===== src/rtl/proc_mem_pkg.sv =====
// Shared types and constants for the TinyRV1 memory arbiter.
package proc_mem_pkg;

    localparam logic MEMREQ_READ  = 1'b0;
    localparam logic MEMREQ_WRITE = 1'b1;

    localparam int STARVE_CNT_W = 4;

    typedef enum logic [1:0] {
        GRANT_NONE,
        GRANT_IMEM,
        GRANT_DMEM
    } grant_t;

endpackage


===== src/rtl/proc_mem_arb_starve.sv =====
// Fetch starvation guard: counts consecutive conflicts that fetch lost,
// saturating at STARVE_MAX; tripped forces the next conflict to fetch.
module proc_mem_arb_starve
    import proc_mem_pkg::*;
#(
    parameter int STARVE_MAX = 4
) (
    input  logic   clk,
    input  logic   rst,
    input  logic   imemreq_val,
    input  logic   dmemreq_val,
    input  grant_t grant,
    output logic   tripped
);

    localparam logic [STARVE_CNT_W-1:0] STARVE_MAX_C = STARVE_CNT_W'(STARVE_MAX);

    logic [STARVE_CNT_W-1:0] starve_cnt;

    // Count lost fetch conflicts; any fetch grant or idle fetch restarts the run.
    always_ff @(posedge clk) begin
        if (rst) begin
            starve_cnt <= '0;
        end else if (grant == GRANT_IMEM || !imemreq_val) begin
            starve_cnt <= '0;
        end else if (dmemreq_val && grant == GRANT_DMEM) begin
            if (starve_cnt != STARVE_MAX_C) begin
                starve_cnt <= starve_cnt + 1'b1;
            end
        end
    end

    // Guard trips once the run of lost conflicts reaches the limit.
    always_comb begin
        tripped = (starve_cnt == STARVE_MAX_C);
    end

endmodule


===== src/rtl/proc_mem_arb.sv =====
// Two-requester arbiter sharing one single-ported, 1-cycle-latency memory
// between instruction fetch (imem) and load/store (dmem). Data wins conflicts.
// Optional fetch starvation guard enabled by defining PROC_MEM_ARB_STARVE_EN.
module proc_mem_arb
    import proc_mem_pkg::*;
#(
    parameter int STARVE_MAX = 4
) (
    input  logic        clk,
    input  logic        rst,

    input  logic        imemreq_val,
    output logic        imemreq_rdy,
    input  logic [31:0] imemreq_addr,
    output logic        imemresp_val,
    output logic [31:0] imemresp_data,

    input  logic        dmemreq_val,
    output logic        dmemreq_rdy,
    input  logic        dmemreq_type,
    input  logic [31:0] dmemreq_addr,
    input  logic [31:0] dmemreq_wdata,
    output logic        dmemresp_val,
    output logic [31:0] dmemresp_rdata,

    output logic        memreq_val,
    output logic        memreq_type,
    output logic [31:0] memreq_addr,
    output logic [31:0] memreq_wdata,
    input  logic [31:0] memresp_rdata
);

    if (STARVE_MAX < 1 || STARVE_MAX > 15) begin : g_bad_starve_max
        $error("proc_mem_arb: STARVE_MAX must be in 1..15");
    end

    grant_t grant;
    logic   starve_tripped;
    logic   resp_imem;
    logic   resp_dmem;
    logic   resp_wr;

`ifdef PROC_MEM_ARB_STARVE_EN
    proc_mem_arb_starve #(
        .STARVE_MAX (STARVE_MAX)
    ) u_starve (
        .clk         (clk),
        .rst         (rst),
        .imemreq_val (imemreq_val),
        .dmemreq_val (dmemreq_val),
        .grant       (grant),
        .tripped     (starve_tripped)
    );
`else
    assign starve_tripped = 1'b0;
`endif

    // Pick at most one winner per cycle; nothing is granted while in reset.
    always_comb begin
        grant = GRANT_NONE;
        if (!rst) begin
            if (imemreq_val && dmemreq_val) begin
                grant = starve_tripped ? GRANT_IMEM : GRANT_DMEM;
            end else if (imemreq_val) begin
                grant = GRANT_IMEM;
            end else if (dmemreq_val) begin
                grant = GRANT_DMEM;
            end
        end
    end

    // Steer the winner's fields onto the memory port; idle bus is all zero.
    always_comb begin
        imemreq_rdy  = 1'b0;
        dmemreq_rdy  = 1'b0;
        memreq_val   = 1'b0;
        memreq_type  = MEMREQ_READ;
        memreq_addr  = '0;
        memreq_wdata = '0;
        case (grant)
            GRANT_IMEM: begin
                imemreq_rdy = 1'b1;
                memreq_val  = 1'b1;
                memreq_addr = imemreq_addr;
            end
            GRANT_DMEM: begin
                dmemreq_rdy  = 1'b1;
                memreq_val   = 1'b1;
                memreq_type  = dmemreq_type;
                memreq_addr  = dmemreq_addr;
                memreq_wdata = dmemreq_wdata;
            end
            default: ;
        endcase
    end

    // Remember who owns next cycle's memory response; reset drops it.
    always_ff @(posedge clk) begin
        if (rst) begin
            resp_imem <= 1'b0;
            resp_dmem <= 1'b0;
            resp_wr   <= 1'b0;
        end else begin
            resp_imem <= (grant == GRANT_IMEM);
            resp_dmem <= (grant == GRANT_DMEM);
            resp_wr   <= (grant == GRANT_DMEM) && (dmemreq_type == MEMREQ_WRITE);
        end
    end

    // Route response data to its owner; write acks and idle ports carry zero.
    always_comb begin
        imemresp_val   = resp_imem && !rst;
        dmemresp_val   = resp_dmem && !rst;
        imemresp_data  = imemresp_val ? memresp_rdata : '0;
        dmemresp_rdata = (dmemresp_val && !resp_wr) ? memresp_rdata : '0;
    end

endmodule


===== config.mk =====
export PLATFORM = sky130hd
export DESIGN_NAME = proc_mem_arb
export DESIGN_NICKNAME = d
export VERILOG_FILES = /design/src/rtl/proc_mem_pkg.sv /design/src/rtl/proc_mem_arb_starve.sv /design/src/rtl/proc_mem_arb.sv
export SDC_FILE = /design/constraint.sdc
export NUM_CORES = 1
export LEC_CHECK = 0
export CORE_AREA = 8 8 98 100
export CTS_CLUSTER_SIZE = 20
export DETAILED_ROUTE_END_ITERATION = 8
export DIE_AREA = 0 0 106 108
export HOLD_SLACK_MARGIN = 0.05
export PLACE_DENSITY = 0.74
export SETUP_SLACK_MARGIN = 0.4
export SLEW_MARGIN = 20
export SYNTH_ARGS = -nofsm -noshare
export SYNTH_HDL_FRONTEND = slang
export SYNTH_SLANG_ARGS = --single-unit

===== constraint.sdc =====
create_clock -name clk -period 1.5 [get_ports clk]
set_input_delay 0.3 -clock clk [delete_from_list [all_inputs] [get_ports clk]]
set_output_delay 0.3 -clock clk [all_outputs]
set_load 0.03 [all_outputs]

==> results <==
[placed cells by master (no fill, tap or decap), drive strengths merged]
cell	instances
nor2	33
nor2b	5
a22oi	32
nand2	1
clkinvlp	1
ha	3
inv	1
clkdlybuf4s50	129
nor3b	1
and2	98
clkbuf	9
buf	183
nand2b	1
dfxtp	3
bufbuf	2
[per-layer routing]
metal / vias to the layer above / GRT usage / wire length (µm)
met5: - / 0 / 0
met4: 0 / 0.0412 / 188
met3: 12 / 0.0547 / 950
met2: 134 / 0.374 / 6650
met1: 1212 / 0.200 / 4290
li1: 1264 / - / -
[through the flow]
step | setup TNS (ns) | area, µm²
finish | -28.06 | 5960
global route | -33.17 | 5960
CTS | -25.22 | 5800
detailed placement | -84.51 | 4690
global placement | -81.64 | 4690
floorplan | -2.98 | 2120
[sequential cells by signal, summed over array words and instances (netlist names)]
signal	count
resp_dmem	1
resp_wr	1
resp_imem	1
[area by class of cell]
cell class	instances	area, µm²
clock buffer	4	45.0
fill	553	2090
inverter	2	13.8
multi-input combinational	174	1800
sequential	3	61.3
tap	105	131
timing repair buffer	319	3910
[where the power goes]
| group | internal [mW] | switching [mW] |
|---|---|---|
| logic | 0.886 | 0.603 |
| clock network | 0.181 | 0.0516 |
| registers | 0.0831 | 0.00128 |
[worst paths after layout]
| path | start | end | slack [ns] | depth (start not counted) |
|---|---|---|---|---|
| setup / recovery | rst | memreq_addr[11] | -0.35 | 9 |
| hold / removal | rst | resp_wr | 0.45 | 3 |
[what timing repair did]
item | 4_1_cts | 5_1_grt
setup buffers | 14 | 2
gates cloned | 11 | 5
hold buffers | 0 | 0
setup endpoints to repair | 137 | 136
resized for setup | 182 | 13
pin swaps | 11 | 7
[cells by family (layout without fill, tap and decap cells)]
logic type                 count (synthesis)  count (layout)  share of synthesized area
and+or+nand+nor                          139             139                      0.636
AOI/OAI and AO/OA                         32              32                      0.191
buffers and inverters                     23             325                     0.0946
adders and majority gates                  3               3                     0.0299
DFF                                        3               3                     0.0478
==> results.txt <==
Number of flops mapped to enable cells by yosys - 0
Fin crit share - 1.23
Via count of the first global-routing pass - 2974
Max Freq - 0.540 GHz
Fraction of layout cells with a size suffix above 1 - 0.733
Global Route Usage Sum - 0.192
CTS root buffer - clkbuf_8
Num CTS Buffers - 3
Global route overflow - 0
WHS - 0.445 ns
Post-route ant nets - 0
Initial Util - 0.156
Final WL - 12.1 mm
Failing checks - setup timing
Arr. time, crit path - 1.55 ns
Final Max Tran Viols - 0
Largest net degree at the start of global routing - 18
Initial DRC count - 51
Post-synth top cells - and2_1 (98), nor2_1 (33), a22oi_1 (32), clkbuf_1 (10), buf_2 (8)
Final hold vios - 0
DP Cell Count - 571
Final Util - 0.740
Startpoint types - input port
Leak Pwr - 2.47 nW
Largest cells by area after synthesis - and2_1 (49%), a22oi_1 (19%), nor2_1 (9.9%), dfxtp_1 (4.8%), buf_2 (3.2%)
Syn nets - 336
Vias - 2622
Slew HR - 0.852
CP required - 1.20 ns
Top cell type's share of synthesized area - 0.488
Sequential share of the synthesized area - 0.0478
Area of the die - 0.0114 mm²
Crit path max-delay family - buffers and inverters
Tot Pwr - 1.81 mW
Max-cap viol count - 0
Antenna Cells - 0
Syn avg cell area - 6.28 µm²
Post-synth top flop - dfxtp_1
Bufs and invs on worst path - 6
RSZ-0062 raised after global routing - true
Longest Clk Path Bufs - 2
CTS Sinks - 3
Seq cells post-synth - 3
GP Congestion - 0.771
IO Count - 267
Worst Setup End Kind - primary output
Row cnt - 33
Min Clock Period, post-route - 1.85 ns
Non-Filler Instances - 607
Cells along the critical path - buf_8 > nand2b_4 > buf_6 > ha_4 > buf_12 > buf_12 > buf_16 > nor2_4 > buf_6
Post-Syn Area - 0.00126 mm²
DP HPWL - 8.68 mm
Pre-CTS setup slack - -0.832 ns
Mapped Cells - 200
Vias per cell - 4.32
Wire per inst - 19.9 µm
Top-count cell post-synth - and2_1
CTS H-tree depth - 1
Initial antenna violation count - 0
YS warnings - 0
Reg clk slew, reported paths - 0.03 ns
TritonCTS clock tree - yes
Final setup viols - 132
Die H - 108 µm
P per Cell Area - 303 mW/mm²
Largest area contributor in the netlist - and2_1
Area of the core - 0.00805 mm²
DRT Pass-1 Iters - 4
Hold Crit Class - input port to flip-flop
WS Path Type - input port to primary output
Crit-path max FO - 5
Layout area overhead - 375%
Worst path max stage delay - 0.24 ns
Async S/R FF share, synth - 0
Crit path max-delay cell type - ha_4
Port bufs - 266
First-pass GRT wire length - 17.5 mm
Chip width - 106 µm
Least-Margin Pin Slew - 0.223 ns
DRC - 0
Worst Setup Slack, final - -0.351 ns
Status - complete, but fails checks
Fin nets - 639
Unique cell type count in the Yosys netlist - 14
Worst vdd ir - 0.000226 V
No activity file was read; power rests on OpenSTA's default activity.
